File: src/rtl/multdiv_unit.sv
// multdiv_unit: iterative signed multiply (radix-2 Booth) and divide (restoring) beside the ALU.
// Optional MULTDIV_EARLY_OUT_EN: zero-operand multiply and zero-divisor divide finish after one iteration cycle.
module multdiv_unit #(
    parameter int unsigned WIDTH = 32
) (
    input  logic             clock,
    input  logic             reset_n,
    input  logic [WIDTH-1:0] data_operandA,
    input  logic [WIDTH-1:0] data_operandB,
    input  logic             ctrl_MULT,
    input  logic             ctrl_DIV,
    output logic [WIDTH-1:0] data_result,
    output logic             data_exception,
    output logic             data_resultRDY
);

    localparam int unsigned CW = $clog2(WIDTH) + 1;
    localparam int unsigned PW = 2 * WIDTH + 1;

    typedef enum logic [1:0] {
        IDLE = 2'd0,
        MULT = 2'd1,
        DIV  = 2'd2,
        DONE = 2'd3
    } state_t;

    state_t           state;
    state_t           state_nxt;
    logic [CW-1:0]    count;
    logic [PW-1:0]    prod;
    logic [WIDTH-1:0] mcand;
    logic [WIDTH-1:0] rem;
    logic [WIDTH-1:0] quo;
    logic [WIDTH-1:0] dvsr;
    logic             is_div;
    logic             neg;
    logic             dz;
`ifdef MULTDIV_EARLY_OUT_EN
    logic             skip;
`endif

    logic             req_c;
    logic             iter_c;
    logic             done_c;
    logic             last_c;
    logic [WIDTH-1:0] mag_a_c;
    logic [WIDTH-1:0] mag_b_c;
    logic [WIDTH:0]   acc_x_c;
    logic [WIDTH:0]   mcand_x_c;
    logic [WIDTH:0]   sum_x_c;
    logic [PW-1:0]    prod_step_c;
    logic [WIDTH:0]   shifted_c;
    logic [WIDTH:0]   trial_c;
    logic [WIDTH-1:0] rem_step_c;
    logic [WIDTH-1:0] quo_step_c;
    logic [WIDTH-1:0] quo_signed_c;
    logic             mult_ovf_c;

    // State register
    always_ff @(posedge clock or negedge reset_n) begin
        if (!reset_n) begin
            state <= IDLE;
        end else begin
            state <= state_nxt;
        end
    end

    // Next state; a new request in any state aborts and restarts, multiply winning ties
    always_comb begin
        state_nxt = state;
        iter_c    = 1'b0;
        done_c    = 1'b0;
        req_c     = ctrl_MULT | ctrl_DIV;
        last_c    = (count == CW'(WIDTH - 1));
        case (state)
            IDLE: state_nxt = IDLE;
            MULT, DIV: begin
                iter_c = 1'b1;
                if (last_c) begin
                    state_nxt = DONE;
                end
`ifdef MULTDIV_EARLY_OUT_EN
                if (skip) begin
                    state_nxt = DONE;
                end
`endif
            end
            DONE: begin
                done_c    = 1'b1;
                state_nxt = IDLE;
            end
            default: state_nxt = IDLE;
        endcase
        if (req_c) begin
            state_nxt = ctrl_MULT ? MULT : DIV;
            iter_c    = 1'b0;
            done_c    = 1'b0;
        end
    end

    // Operand magnitudes; the most-negative value maps to itself as an unsigned quantity
    always_comb begin
        mag_a_c = data_operandA[WIDTH-1] ? (WIDTH'(0) - data_operandA) : data_operandA;
        mag_b_c = data_operandB[WIDTH-1] ? (WIDTH'(0) - data_operandB) : data_operandB;
    end

    // Booth step; the add is one bit wider so a most-negative multiplicand cannot overflow
    always_comb begin
        acc_x_c   = {prod[PW-1], prod[PW-1:WIDTH+1]};
        mcand_x_c = {mcand[WIDTH-1], mcand};
        case (prod[1:0])
            2'b01:   sum_x_c = acc_x_c + mcand_x_c;
            2'b10:   sum_x_c = acc_x_c - mcand_x_c;
            default: sum_x_c = acc_x_c;
        endcase
        prod_step_c = {sum_x_c, prod[WIDTH:1]};
        mult_ovf_c  = ~((&prod[PW-1:WIDTH]) | ~(|prod[PW-1:WIDTH]));
    end

    // Restoring divide step: one quotient bit per cycle shifted into quo
    always_comb begin
        shifted_c = {rem, quo[WIDTH-1]};
        trial_c   = shifted_c - {1'b0, dvsr};
        if (!trial_c[WIDTH]) begin
            rem_step_c = trial_c[WIDTH-1:0];
            quo_step_c = {quo[WIDTH-2:0], 1'b1};
        end else begin
            rem_step_c = shifted_c[WIDTH-1:0];
            quo_step_c = {quo[WIDTH-2:0], 1'b0};
        end
        quo_signed_c = neg ? (WIDTH'(0) - quo) : quo;
    end

    // Datapath and registered outputs
    always_ff @(posedge clock or negedge reset_n) begin
        if (!reset_n) begin
            count          <= '0;
            prod           <= '0;
            mcand          <= '0;
            rem            <= '0;
            quo            <= '0;
            dvsr           <= '0;
            is_div         <= 1'b0;
            neg            <= 1'b0;
            dz             <= 1'b0;
`ifdef MULTDIV_EARLY_OUT_EN
            skip           <= 1'b0;
`endif
            data_result    <= '0;
            data_exception <= 1'b0;
            data_resultRDY <= 1'b0;
        end else if (req_c) begin
            count          <= '0;
            prod           <= {WIDTH'(0), data_operandB, 1'b0};
            mcand          <= data_operandA;
            rem            <= '0;
            quo            <= mag_a_c;
            dvsr           <= mag_b_c;
            is_div         <= ~ctrl_MULT;
            neg            <= data_operandA[WIDTH-1] ^ data_operandB[WIDTH-1];
            dz             <= (data_operandB == '0);
`ifdef MULTDIV_EARLY_OUT_EN
            skip           <= ctrl_MULT ? ((data_operandA == '0) || (data_operandB == '0))
                                        : (data_operandB == '0);
`endif
            data_resultRDY <= 1'b0;
        end else if (iter_c) begin
            count          <= count + CW'(1);
            data_resultRDY <= 1'b0;
            if (is_div) begin
                rem <= rem_step_c;
                quo <= quo_step_c;
            end else begin
                prod <= prod_step_c;
            end
        end else if (done_c) begin
            data_resultRDY <= 1'b1;
            if (is_div) begin
                if (dz) begin
                    data_result    <= '0;
                    data_exception <= 1'b1;
                end else begin
                    data_result    <= quo_signed_c;
                    data_exception <= ~neg & quo[WIDTH-1];
                end
            end else
`ifdef MULTDIV_EARLY_OUT_EN
            if (skip) begin
                data_result    <= '0;
                data_exception <= 1'b0;
            end else
`endif
            begin
                data_result    <= prod[WIDTH:1];
                data_exception <= mult_ovf_c;
            end
        end else begin
            data_resultRDY <= 1'b0;
        end
    end

endmodule

File: config.mk
export PLATFORM = sky130hd
export DESIGN_NAME = multdiv_unit
export DESIGN_NICKNAME = d
export VERILOG_FILES = /design/src/rtl/multdiv_unit.sv
export SDC_FILE = /design/constraint.sdc
export NUM_CORES = 1
export LEC_CHECK = 0
export ABC_AREA = 1
export BUFFER_PORTS_ARGS = -buffer_cell sky130_fd_sc_hd__buf_2
export CAP_MARGIN = 25
export CORE_MARGIN = 5
export CORE_UTILIZATION = 40
export CTS_CLUSTER_SIZE = 14
export DETAILED_ROUTE_END_ITERATION = 7
export SLEW_MARGIN = 20
export SYNTH_ARGS = -nofsm -noshare
export SYNTH_HDL_FRONTEND = slang
export SYNTH_SLANG_ARGS = --single-unit
File: constraint.sdc
create_clock -name clock -period 4.5 [get_ports clock]
set_input_delay 0.225 -clock clock [delete_from_list [all_inputs] [get_ports clock]]
set_output_delay 0.225 -clock clock [all_outputs]
set_load 0.01 [all_outputs]
Word-level counts from Yosys, hierarchy flattened
Cells that the tools add are included.
- register bits after elaboration: 238
- word-level logic and storage cells: 84
- memory bits (writable): 0
- bits in latches: 0
- output and inout bits: 34
- ROM bits: 0
- memories kept: 0
- bits of input ports: 68
- $lt $le $gt $ge: 0
- mux-type cells: 32
- equal/unequal tests: 8
- multipliers: 0
- bitwise operators: 10
- $add $sub $neg: 7
- shift operators: 0
- divide/modulo/power cells: 0
- reduce and logical (&&, ||, !) cells: 13
- operator list (operator ; count):
    two-way mux 32 bit ; 12
    two-way mux 65 bit ; 3
    subtractor 1 x 32 -> 32 bit, first input constant ; 3
    case mux 33 bit (2 select lines) ; 1
    adder 32 x 32 -> 33 bit ; 1
    AND reduction 33 bit ; 1
    OR reduction 33 bit ; 1
    subtractor 32 x 32 -> 33 bit ; 1
    subtractor 33 x 32 -> 33 bit ; 1
    zero test 32 bit ; 1
    two-way mux 6 bit ; 2
    two-way mux 1 bit ; 10
    adder 6 x 1 -> 6 bit, second input constant ; 1
    equality test 2 bit, second input constant ; 3
    equality test 6 x 5 -> 1 bit, second input constant ; 1
    two-way mux 2 bit ; 3
    inverter 1 bit ; 6
    AND reduction 3 bit ; 2
    equality test 2 x 1 -> 1 bit, second input constant ; 2
    case mux 2 bit (2 select lines) ; 1
    AND reduction 2 bit ; 2
    nonzero test 2 bit ; 2
    OR reduction 2 bit ; 2
    != test 3 bit, second input constant ; 1
    other kinds (6) ; 7

Depth between registers and ports, before layout
Gate-level depths: netlist of run 1.
- word-level depth: 6
- mapped depth: 25
- depth with buffers taken out: 25

Worst setup path after synthesis of run 1
Ideal clock, no wire load.
- path kind: flip-flop to flip-flop
- from: reg prod[0]
- to: reg prod[52]
- slack: 1.599 ns
- arrival: 2.778 ns
- setup time: 0.123 ns
- data required time: 4.377 ns
- cell stages (with the launch flop): 21
- path through: dfrtp_1 -> inv_1 -> ha_1 -> inv_1 -> clkbuf_1 -> clkbuf_1 -> o21ai_0 -> xor2_1 -> ha_1 -> nand2_1 -> inv_1 -> a21oi_1 -> nand2_1 -> nand2_1 -> nand2_1 -> nand2_1 -> nand2_1 -> nand2_1 -> nand2_1 -> o21ai_0 -> nand2_1
- word-level cells in the longest chain between the ends: 5
- RTL lines (what ; RTL line ; text):
    start, declared ; 30 ; logic [PW-1:0] prod;
    start signal, assigned ; 154 ; prod <= {WIDTH'(0), data_operandB, 1'b0};
    start signal, assigned ; 174 ; prod <= prod_step_c;
    equality test 2 bit / equality test 2 x 1 -> 1 bit (equally long branches) ; 111 ; case (prod[1:0])
    case mux 33 bit (2 select lines) (*) ; 111 ;
    two-way mux 65 bit (*) ; 170 ; if (is_div) begin
    two-way mux 65 bit (*) ; 167 ; end else if (iter_c) begin
    two-way mux 65 bit (*) ; 152 ; end else if (req_c) begin
Mark *: on every way between the ends. The rest lies on a longest branch, timed or not. The select of a mux whose other input is x is not followed.
A chain may end at the register's enable or synchronous reset.

Worst setup path in the final report of run 1
- from: reg prod[0]
- to: reg prod[64]
- word-level cells in the longest chain between the ends: 5
- RTL lines (what ; RTL line):
    equality test 2 bit / equality test 2 x 1 -> 1 bit (equally long branches) ; 111
    case mux 33 bit (2 select lines) ; 111
    two-way mux 65 bit ; 170
    two-way mux 65 bit ; 167
    two-way mux 65 bit ; 152
Several ways; a longest one is shown, not always the timed one. The select of a mux whose other input is x is not followed.

==> impl.org, run 1 <==
** Floorplan
- Initial core utilization :: 40.3%
- The floorplan has 79 rows.
- Die ar. :: 51,100 um2
- Measured along the y axis, the die boundary spans 226 um.
- Number of top-level design ports :: 102
- The floorplan step set the die width to 226 um.
- The core region is 46,400 um2.

** Critical path
- Across all register-to-register paths, the minimum setup slack is 0.86 ns.
- STA classifies the critical path endpoint as a register.
- Reg2reg end :: prod[64]
- STA classifies the critical path startpoint as a register.
- Arrival time worst endpoint :: 4.10 ns
- For the worst flop-to-flop path, the logic depth is 18.
- By startpoint and endpoint, the worst setup path is classified as reg2reg.
- At the worst endpoint, the required time is 4.96 ns.
- In this run the critical register-to-register path is launched from prod[0].
- Of all nets on the critical path, the largest fanout is 20.

** Logic synthesis
- Count of mapped cells out of synthesis :: 2,915
- The number of nets handed over by synthesis was 3,057.
- Proportion of synthesized chip area in sequential cells :: 31.9%
- Fraction of synthesis flops using an asynchronous set or reset pin :: 100%
- In this run the biggest area consumer among cell types represents 31.9% of the synthesized area.
- Leading post-synthesis cells by cell area :: sky130_fd_sc_hd__dfrtp_1 (32%), sky130_fd_sc_hd__nand2_1 (17%), sky130_fd_sc_hd__inv_1 (9.1%), sky130_fd_sc_hd__nand3_1 (6.6%), sky130_fd_sc_hd__nor2_1 (5.0%)
- The synthesized netlist occupies a cell area of 18,700 um2.
- Yosys top cell by area :: sky130_fd_sc_hd__dfrtp_1
- Number of synthesized flops with an enable pin :: 0
- Register bit count reported by yosys :: 238
- Total of warnings raised by yosys :: 0
- A synthesized cell averages 6.41 um2.
- In this run, distinct cell masters in the synthesized netlist total 51.
- In the synthesized netlist the dominant register cell turns out to be sky130_fd_sc_hd__dfrtp_1.

** Cells and area
- In the final layout, the multi-input gates occupy 10,600 um2.
- The sequential cells in the finished layout cover a total of 5960 um2.
- Fraction of final layout cells with drive strength greater than 1 :: 7.15%
- The area growth from synthesis to layout is 13.6%.
- Counting the fill cells in the layout gives 4,793.
- Leaving out fill and tap cells, the most frequent cell in the layout is sky130_fd_sc_hd__nand2_1.
- In the final design database the tool counted 3,166 nets.
- Commonest non-fill, non-tap cells in the layout :: sky130_fd_sc_hd__nand2_1 (867), sky130_fd_sc_hd__inv_1 (455), sky130_fd_sc_hd__nor2_1 (251)
- Cells fill 45.8% of the core in the end.

** Hold path
- Startpoint of the most critical hold path :: data_operandB[2]
- The worst hold path was traced through 4 stages.
- Min-delay worst type :: in2reg
- For hold timing, the worst endpoint is dvsr[2].

** Clock network
- CTS H-Tree Depth :: 1
- Clock root cell :: sky130_fd_sc_hd__clkbuf_16
- Inserted Clock Buffers :: 30
- No sink is reached through more buffers than the 3 on the longest clock path.
- Post-cts sizing count :: 0
- The number of hold buffers added after CTS was 50.
- Later-pin clock latency in the skew report :: 0.61 ns
- Clock tree from TritonCTS :: built
- Setup fix buffers added after clock tree synthesis :: 0
- CTS saw 238 sinks.
- Clock-pin slew was measured on the worst setup and hold paths at 0.06 ns.

** Detailed routing
- In the final routed layout, each cell accounts on average for 17.5 um.
- Detailed-routing iteration count for the pre-antenna-repair pass :: 6
- The detail route stage leaves a number of antenna-violating nets equal to 0.
- After the first detailed-routing iteration, the DRC count stood at 1,760.
- The routed layout has 19,500 vias.
- After detailed routing, the number of remaining DRC violations is 0.
- After detailed routing, the total wire length is 64,000 um.
- Using the TritonRoute via totals, the vias-per-cell ratio works out to 5.33.

** Global routing
- Initial antenna violation count :: 2
- Summed over all layers, the global routing overflow is 0.
- Global-route usage over all layers :: 24.3%
- Number of global-route vias before repair :: 18,100
- Entering global routing, the biggest net connects 174 pins.
- Global-route wire length before repair :: 100,000 um

** Timing
- RSZ-0062 raised after global routing :: no
- Derived from the worst setup path, the maximum achievable clock frequency is 0.275 GHz.
- Final hold violations :: 0
- Post-route setup TNS :: 0 ns
- Number of setup violations in the final report :: 0
- Post-layout minimum cycle time :: 3.64 ns
- The worst path uses 80.8% of the clock period.
- The worst pin sits at a relative slew slack of 27.8%.
- The final count of pins violating max slew was 0.
- Clock skew on the completed layout was measured at 0.0450 ns.
- Slew at the pin closest to its max-slew limit :: 1.08 ns

** Power and ir drop
- Cell internal power was estimated by the tool at 4.74 mW.
- Proportion of power drawn by flip-flops and latches :: 36.1%
- Power per cell area :: 359 nW/um2
- Switching share of total power :: 37.8%
- In this run, the combinational gates consume 31.3% of the power.
- Static Leakage :: 11.4 nW
- IR analysis of the VDD net gives a maximum drop of 0.000337 V.
- Switching power of the nets :: 2.88 mW
- The clock network is responsible for 32.6% of the overall power.

** Flow run
- Across the run, the number of max-cap violations was 0.

** Place
- Count of buffers from port buffering :: 101
- At the end of routability-driven placement, the weighted congestion stood at 0.987.
- After legalization and detailed placement, the total HPWL measured 49,200 um.

** Outcome
- Run status :: finished, final reports clean
-- stage by stage --
stage / instance area, um2 / hold WS (ns) / cells / setup WS (ns) / power [mW]
floorplan: 18700 / -0.0706 / 2915 / 1.60 / 4.25
global placement: 19700 / 0.214 / 3549 / 0.922 / 5.08
detailed placement: 19700 / 0.220 / 3549 / 0.916 / 5.09
CTS: 21200 / 0.00306 / 3655 / 0.903 / 7.65
global route: 21200 / 0.0339 / 3656 / 0.423 / 8.08
finish: 21200 / 0.0327 / 3657 / 0.863 / 7.62
-- registers in the layout, summed over array words and instances, names as in the netlist, 2 cells and up --
name and cells:
prod 65, data_result 32, dvsr 32, mcand 32, quo 32, rem 32
count 6, state 2
-- critical path: stages (launching register included) --
cell and delay, ns:
sky130_fd_sc_hd__dfrtp_1 0.38, sky130_fd_sc_hd__inv_1 0.08, sky130_fd_sc_hd__ha_1 0.50, sky130_fd_sc_hd__inv_1 0.43
sky130_fd_sc_hd__o21ai_1 0.24, sky130_fd_sc_hd__o21ai_0 0.19, sky130_fd_sc_hd__a21oi_1 0.21, sky130_fd_sc_hd__xor2_1 0.27
sky130_fd_sc_hd__ha_1 0.33, sky130_fd_sc_hd__nand2_1 0.09, sky130_fd_sc_hd__nand2_1 0.06, sky130_fd_sc_hd__nand3_1 0.07
sky130_fd_sc_hd__nand2_1 0.05, sky130_fd_sc_hd__a21oi_1 0.12, sky130_fd_sc_hd__nand2_1 0.07, sky130_fd_sc_hd__a21oi_1 0.19
sky130_fd_sc_hd__nand3_1 0.10, sky130_fd_sc_hd__nand3_1 0.09, sky130_fd_sc_hd__nand2_1 0.05
-- kinds of logic (layout without fill, tap and decap cells) --
group / after synthesis / count (layout) / synth area share [%]
and+or+nand+nor: 1517 / 1517 / 34.3
buffers and inverters: 552 / 685 / 11.4
AOI/OAI and AO/OA: 479 / 479 / 14.8
DFF: 238 / 238 / 31.9
adders and majority gates: 74 / 74 / 5.04
xor gates and xnor gates: 55 / 55 / 2.58
other: 0 / 2 / 0
-- power by group through the flow --
| stage | Clock [mW] | Sequential (mW) | Combinational [mW] |
|---|---|---|---|
| 2_1_floorplan | 0 | 2.75 | 1.50 |
| 3_3_place_gp | 0 | 2.77 | 2.31 |
| 3_5_place_dp | 0 | 2.77 | 2.32 |
| 4_1_cts | 2.54 | 2.74 | 2.37 |
| 5_1_grt | 2.62 | 2.78 | 2.68 |
| 6_report | 2.48 | 2.75 | 2.39 |
-- cells in the mapped netlist, types with 10 or more instances --
master	n
sky130_fd_sc_hd__nand2_1	867
sky130_fd_sc_hd__inv_1	455
sky130_fd_sc_hd__nor2_1	251
sky130_fd_sc_hd__nand3_1	246
sky130_fd_sc_hd__dfrtp_1	238
sky130_fd_sc_hd__o21ai_0	188
sky130_fd_sc_hd__a21oi_1	158
sky130_fd_sc_hd__ha_1	72
sky130_fd_sc_hd__clkbuf_1	53
sky130_fd_sc_hd__xor2_1	42
sky130_fd_sc_hd__nor3_1	40
sky130_fd_sc_hd__nand4_1	36
sky130_fd_sc_hd__a2bb2oi_1	22
sky130_fd_sc_hd__buf_2	20
sky130_fd_sc_hd__o211ai_1	20
sky130_fd_sc_hd__o21bai_1	19
sky130_fd_sc_hd__nor4_1	18
sky130_fd_sc_hd__a31oi_1	13
sky130_fd_sc_hd__o22ai_1	13
sky130_fd_sc_hd__xnor2_1	13
sky130_fd_sc_hd__nand3b_1	11
sky130_fd_sc_hd__o221ai_1	11
sky130_fd_sc_hd__nand2_2	10
-- layer usage --
layer  part of all wire, %  routed length (um)  global-route usage (%)  vias up
li1                      -                   -                       -     9626
met1                    45               28800                    34.8     9035
met2                    45               28700                    38.6      710
met3                   7.0                4490                    3.22      111
met4                   3.2                2070                    6.95        0
met5                     0                   0                       0        -
-- layout make-up --
class | count | share of cell area (%)
flip-flops and latches | 238 | 28.1
repair buffers | 165 | 5.34
clock inverters | 18 | 0.878
clock buffers | 38 | 3.96
multi-input cells | 2125 | 49.9
well taps | 607 | 3.58
diodes | 2 | 0.0236
inverters | 464 | 8.22
-- worst max-delay path by stage --
stage | start | end | slack [ns] | cells past startpoint
2_1_floorplan | prod[0] | prod[52] | 1.60 | 20
3_3_place_gp | prod[0] | prod[64] | 0.92 | 18
3_5_place_dp | prod[0] | prod[64] | 0.92 | 18
4_1_cts | prod[0] | prod[64] | 0.90 | 18
5_1_grt | prod[0] | prod[59] | 0.42 | 17
6_report | prod[0] | prod[64] | 0.86 | 18
(Power assumes the default switching activity.)
==> run 2: changes to the inputs <==
Clock period 4.5 ns to 3.17 ns, I/O delays scaled along.
==> run 2 against run 1 <==
Utilization is 1.4 points higher. First-iteration DRC count increased by 5.6%. Combinational power grew 53%. Sequential share of layout area decreased by 0.83 points. Non-clock buffer count rose by 40. Clock skew decreased by 0.031 ns. Clock power grew 40%. Highest routed layer is now met5. Sequential power increased by 42%. Largest cell class unchanged. Wire length grew 3.5%. Total power increased by 45%. Setup slack got worse by 0.74 ns.
==> impl.org, run 2 (synthesis gave the netlist of run 1 again) <==
** Floorplan
- During I/O placement, the number of pins put on the boundary was 102.
- Die outline height :: 226 um
- The die covers 51,100 um2.
- Initial core utilization :: 40.3%
- Total number of placement rows :: 79
- The floorplan step set the die width to 226 um.
- Core outline area :: 46,400 um2

** Global routing
- The number of antenna violations at the first check in global routing is 3.
- The first global-routing pass estimated 103,000 um of wire.
- In the global route stage, overall resource usage came out at 25.2%.
- Number of global-route vias before repair :: 18,400
- Entering global routing, the biggest net connects 95 pins.
- Total grt overflow :: 0

** Place
- At the placement stage, the worst setup path has a slack of -0.0325 ns.
- At the end of routability-driven placement, the weighted congestion stood at 0.952.
- Count of buffers from port buffering :: 101
- Detailed placement finished with a half-perimeter wire length of 50,700 um.

** Critical path
- STA classifies the critical path endpoint as a register.
- Slowest stage cell, crit path :: sky130_fd_sc_hd__dfrtp_1
- Endpoint required time on the critical path :: 3.64 ns
- Last element of the critical path :: prod[60]
- In this run the critical register-to-register path is launched from mcand[0].
- Counting cells, the worst reg-to-reg path comes to 22.
- In this run the worst path has a maximum fanout of 4.
- Broken down by cell family, the worst path's largest delay share belongs to simple AND/OR/NAND/NOR gates.
- Most frequent cell on the critical path :: sky130_fd_sc_hd__nand2_1
- Arrival time worst endpoint :: 3.52 ns
- The critical path runs through a total of 22 cells.
- In this design, the stage delay of the slowest critical-path cell is 0.39 ns.
- Reg2reg end :: prod[60]
- Buffer and inverter count on the worst path :: 2
- In this run the register-to-register setup slack is 0.12 ns.
- By startpoint and endpoint, the worst setup path is classified as reg2reg.
- Critical path launch point type :: register
- Traced cell by cell, the critical path runs through inv_2 > ha_4 > nand2_2 > nor2_2 > nand2_2 > nor2_4 > nand2_4 > o21ai_4 > o21ai_2 > xor2_1 > ha_1 > nand2_1 > inv_2 > nand2_1 > nand2_1 > o21bai_1 > nor2_2 > nand2_1 > nand2_1 > nand3_1 > nand2_1 > nand2_1.
- The critical path starts at mcand[0].

** Clock network
- Clock tree synthesis inserted a total of 29 buffers.
- At the later pin of the worst-skew pair, clock insertion delay measures 0.59 ns.
- CTS built an H-tree with a depth of 1.
- CTS sink cnt :: 238
- Clock transition at the register clock pins on the worst setup and hold paths after CTS :: 0.07 ns
- TritonCTS built the clock tree.
- Clock root cell :: sky130_fd_sc_hd__clkbuf_16
- Number of buffers on the longest clock path :: 3

** Cells and area
- Final net count :: 3,205
- The library cell used most frequently in the layout, excluding fill and tap cells, is sky130_fd_sc_hd__nand2_1.
- Register name with the most flops :: prod
- Fraction of final layout cells with drive strength greater than 1 :: 10.3%
- The register with the most flip-flops in the layout has 65 of them.
- Synth-to-Final Area Change :: 17.1%
- Commonest non-fill, non-tap cells in the layout :: sky130_fd_sc_hd__nand2_1 (848), sky130_fd_sc_hd__inv_1 (449), sky130_fd_sc_hd__nand3_1 (245)

** Timing
- Post-layout minimum cycle time :: 3.05 ns
- Timing would allow up to 0.328 GHz.
- Adding up every negative setup slack in the final design gives 0 ns.
- The final-report hold violation count was 0.
- The final count of pins violating max slew was 0.
- After layout, the worst path uses 96.2% of the clock period.
- RSZ-0062 raised after global routing :: yes
- Slew at the pin closest to its max-slew limit :: 0.854 ns
- Headroom to the max-slew limit came out at 43.0%.
- Setup violations remaining at the end of the flow were counted as 0.
- On the final layout, the worst clock skew is 0.0141 ns.
- Final hold slack :: 0.0214 ns
- Setup slack on the critical path of the routed design comes to 0.120 ns.

** Hold path
- Min-delay worst type :: in2reg

** Detailed routing
- DRC viols :: 0
- Dividing the detail-routed wire length by the instance count gives 17.9 um.
- In the routed layout, each cell is associated on average with a via count of 5.31.
- Detailed-routing iteration count for the pre-antenna-repair pass :: 5
- Total wire length :: 66,200 um
- Iteration-0 DRC count of the detailed router :: 1,858
- The detail route stage leaves a number of antenna-violating nets equal to 0.
- The routed layout has 19,600 vias.

** Power and ir drop
- Power spread over the standard cell area amounts to 504 nW/um2.
- Static Leakage :: 11.6 nW
- Worst-case vdd ir drop :: 0.000554 V

** Outcome
- The run finished with clean final reports.

** Flow run
- Number of max-capacitance violations reported :: 0
-- run 2: cell types whose count changed in the layout (fill, tap and decap cells not counted), moves of 13 or more --
cell and change:
sky130_fd_sc_hd__a21oi_1 -14, sky130_fd_sc_hd__a21oi_2 +13, sky130_fd_sc_hd__buf_4 +25, sky130_fd_sc_hd__nand2_1 -19, sky130_fd_sc_hd__nand2_2 +16, sky130_fd_sc_hd__nor2_1 -17, sky130_fd_sc_hd__nor2_2 +13
-- run 2: area by class of cell --
| class | count | area, um2 |
|---|---|---|
| antenna | 2 | 5.00 |
| sequential | 238 | 5960 |
| clock buffer | 40 | 827 |
| clock inverter | 14 | 155 |
| tap | 607 | 759 |
| multi-input combinational | 2125 | 10900 |
| inverter | 464 | 1740 |
| fill | 4770 | 24500 |
| timing repair buffer | 205 | 1500 |
-- run 2: worst min-delay path by stage --
stage	startpoint	endpoint	slack, ns	cells after the start
2_1_floorplan	reset_n	count[0]	-0.14	0
3_3_place_gp	reset_n	prod[63]	0.14	1
3_5_place_dp	reset_n	prod[63]	0.14	1
4_1_cts	data_operandB[19]	dvsr[19]	0.0003	4
5_1_grt	data_operandB[27]	dvsr[28]	0.03	5
6_report	data_operandB[27]	dvsr[28]	0.02	5
-- run 2: metal layers --
metal	global-route usage [%]	part of all wire, %	vias to the layer above
li1	-	-	9685
met1	37.1	47	9238
met2	39.6	45	606
met3	2.64	5.5	101
met4	6.81	3.0	2
met5	0	0.014	-
-- run 2: tightest hold or removal path, delay by kind of cell --
kind	cells	cell delay (ns)
buffers and inverters	1	0.12
AND/OR/NAND/NOR	4	0.29
-- run 2: power by group --
group          total [mW]  internal (mW)  switching, mW
combinational        3.66           1.33           2.33
sequential           3.91           3.49          0.420
clock                3.46           2.00           1.46
-- run 2: what timing repair did --
item                       in CTS  in global routing
buffers inserted                0                  3
pin swaps                       2                 24
hold buffers                   62                  0
resized for setup               8                 93
cloned                          0                  0
setup endpoints to repair       8                 21
hold endpoints to repair      157                  0
-- run 2: through the flow --
step	power [mW]	utilization, %	instance area [um2]	cells
after global placement	7.30	43.0	19900	3574
final	11.0	47.2	21900	3695
after CTS	10.9	46.5	21500	3690
after global routing	11.7	47.2	21900	3695
after detailed placement	7.33	43.0	19900	3574
after floorplan	6.03	-	18700	2915
==> run 3: changes to the inputs <==
Clock period 3.17 ns to 2.81 ns, I/O delays scaled along.
==> run 3 against run 2 <==
The flow now finishes with violations (setup timing). Total power grew 21%. Die area stayed put. Highest routed layer unchanged. Register-to-register slack lost 0.40 ns. Non-clock buffer count is 135 higher. Cell area rose by 8.6%.
==> impl.org, run 3 (synthesis gave the netlist of run 1 again) <==
** Timing
- Share of the clock period used by the worst path :: 110%
- The smallest clock period supported by the final layout is computed as 3.09 ns.
- Worst slew margin relative to its limit :: 47.3%
- Based on the critical path, the design can be clocked at up to 0.323 GHz.
- The final count of pins violating max slew is 0.
- Number of setup violations in the final report :: 22
- Hold timing on the final database bottoms out at a slack of 0.0413 ns.
- On the final layout, the worst clock skew is 0.0378 ns.
- Final hold violations :: 0
- Setup slack on the critical path of the routed design comes to -0.284 ns.
- Slew at the pin closest to its max-slew limit :: 0.790 ns
- RSZ-0062 raised after global routing :: yes

** Clock network
- CTS sink cnt :: 238
- Clock transition at the register clock pins on the worst setup and hold paths after CTS :: 0.06 ns
- TritonCTS built the clock tree.
- At the later pin of the worst-skew pair, clock insertion delay measures 0.59 ns.
- In this run the clock root is driven by a sky130_fd_sc_hd__clkbuf_16.
- TritonCTS created 28 clock buffers.
- In this run the number of H-tree levels came out at 1.
- No sink is reached through more buffers than the 3 on the longest clock path.

** Critical path
- Type of the worst setup path :: reg2reg
- Max incr delay on CP :: 0.37 ns
- Arrival time worst endpoint :: 3.57 ns
- Buffer and inverter count on the worst path :: 9
- Critical Path Fanout Max :: 3
- The most numerous cell type found on the critical path is sky130_fd_sc_hd__inv_2.
- Walking the worst path, the cells encountered are inv_2 > buf_6 > nand4_1 > inv_2 > buf_6 > buf_4 > a21oi_4 > xor2_1 > inv_2 > ha_4 > nand2_2 > inv_2 > buf_4 > nand2_4 > nor3_2 > nand2_1 > nand2_2 > buf_6 > xor2_1 > nor2_1 > o22ai_1.
- Data on the critical path is required at its endpoint by 3.29 ns.
- The cell family contributing the most delay on the critical path is buffers and inverters.
- Slowest stage cell, crit path :: sky130_fd_sc_hd__dfrtp_1
- The worst setup path is launched from a register.
- Type of destination of the critical path :: register

** Cells and area
- Commonest non-fill, non-tap cells in the layout :: sky130_fd_sc_hd__nand2_1 (793), sky130_fd_sc_hd__inv_1 (428), sky130_fd_sc_hd__nand3_1 (237), sky130_fd_sc_hd__dfrtp_1 (237), sky130_fd_sc_hd__nor2_1 (222)
- Fill cell instance count of the final layout :: 4,590
- Leaving out fill and tap cells, the most frequent cell in the layout is sky130_fd_sc_hd__nand2_1.
- Final net count :: 3,339
- Flip-flop count of the largest register after layout :: 65
- Synth-to-Final Area Change :: 27.1%
- Counting flops per register, the top entry is prod.
- Fraction of final layout cells with drive strength greater than 1 :: 18.4%
- Summing all non-filler instances in the final layout gives an area of 23,700 um2.
- Cells fill 51.2% of the core in the end.

** Global routing
- The number of antenna violations at the first check in global routing is 2.
- Total grt overflow :: 0
- Pin count of the biggest net entering global routing :: 90
- Global-route usage over all layers :: 26.1%
- The first global-routing pass estimated 107,000 um of wire.
- Number of global-route vias before repair :: 19,200

** Outcome
- Violations in the final reports :: setup timing
- Run status :: finished, violations left

** Detailed routing
- The routed layout has 20,200 vias.
- The detail route stage leaves a number of antenna-violating nets equal to 0.
- Total wire length :: 69,000 um
- Iteration-0 DRC count of the detailed router :: 1,722
- The first detailed-routing pass ran for 7 iterations.
- DRC viols :: 0
- Via density per instance :: 5.28
- In the final routed layout, each cell accounts on average for 18.1 um.

** Floorplan
- Measured along the x axis, the die boundary spans 226 um.
- The die covers 51,100 um2.
- Core outline area :: 46,400 um2
- Initial core utilization :: 40.3%
- Total number of placement rows :: 79
- Number of top-level design ports :: 102
- Measured along the y axis, the die boundary spans 226 um.

** Power and ir drop
- Static Leakage :: 12.3 nW
- The internal portion of the total power is 8.19 mW.
- IR analysis of the VDD net gives a maximum drop of 0.000508 V.
- Switching power of the nets :: 5.14 mW
- Power per cell area :: 561 nW/um2
- Per report_power, the sequential group accounts for 33.2% of the total.
- Summing internal, switching and leakage power gives 13.3 mW.
- The clock network is responsible for 27.6% of the overall power.
- Switching share of total power :: 38.5%
- Share of total power in combinational logic :: 39.1%

** Flow run
- Number of max-capacitance violations reported :: 0

** Place
- Count of buffers from port buffering :: 101
- HPWL Detailed :: 52,000 um
- Prior to clock tree synthesis, the placed netlist has a worst setup slack of -0.441 ns.
- Placed standard-cell area :: 20,700 um2
- Global placer's final weighted congestion :: 0.957

** Hold path
- Min-delay worst type :: in2reg
[run 3: final cells by class]
cell class                 count  area, um2  area share (%)
inverter                     464       1750            7.38
timing repair buffer         340       2590            10.9
tap                          607        759            3.20
clock buffer                  36        771            3.25
clock inverter                12        141           0.595
sequential                   238       5960            25.1
antenna                        1       2.50          0.0105
multi-input combinational   2125      11800            49.6
[run 3: per-stage QoR]
stage | TNS (ns) | std cells
final | -2.58 | 3823
after global routing | -7.18 | 3823
after CTS | -2.27 | 3806
after detailed placement | -6.46 | 3684
after global placement | -4.72 | 3684
after floorplan | 0 | 2915
[run 3: what timing repair did]
action / 4_1_cts / 5_1_grt
pin swaps: 52 / 104
endpoints found under the setup margin: 25 / 42
hold buffers: 68 / 0
gates cloned: 0 / 0
setup buffers: 6 / 16
resized for setup: 149 / 184
endpoints found under the hold margin: 187 / 0
[run 3: power groups by stage]
stage / clock network (mW) / registers, mW / logic, mW
finish: 3.68 / 4.43 / 5.22
CTS: 3.77 / 4.41 / 4.67
detailed placement: 0 / 4.45 / 4.20
global route: 3.89 / 4.47 / 5.71
global placement: 0 / 4.44 / 4.17
floorplan: 0 / 4.40 / 2.40
[run 3: path summary, 6_finish.rpt]
kind	from	end	slack [ns]	cells past startpoint
min reg2reg	dvsr[5]	dvsr[5]	0.48	2
min	data_operandB[27]	dvsr[28]	0.04	5
min in group asynchronous	reset_n	prod[62]	0.20	2
max	mcand[0]	prod[46]	-0.28	21
max reg2reg	mcand[0]	prod[46]	-0.28	21
max in group asynchronous	reset_n	dvsr[23]	1.79	3
[run 3: worst min-delay path: stages]
cell	delay, ns
sky130_fd_sc_hd__buf_2	0.12
sky130_fd_sc_hd__nor3_1	0.07
sky130_fd_sc_hd__nand3_1	0.08
sky130_fd_sc_hd__nand3_1	0.08
sky130_fd_sc_hd__nand3_1	0.07
[run 3: metal layers]
| metal | vias up | global-route usage, % | share of wire [%] |
|---|---|---|---|
| li1 | 9947 | - | - |
| met1 | 9511 | 37.6 | 45 |
| met2 | 629 | 41.9 | 46 |
| met3 | 114 | 3.13 | 5.8 |
| met4 | 2 | 6.66 | 3.1 |
| met5 | - | 0 | 0.019 |
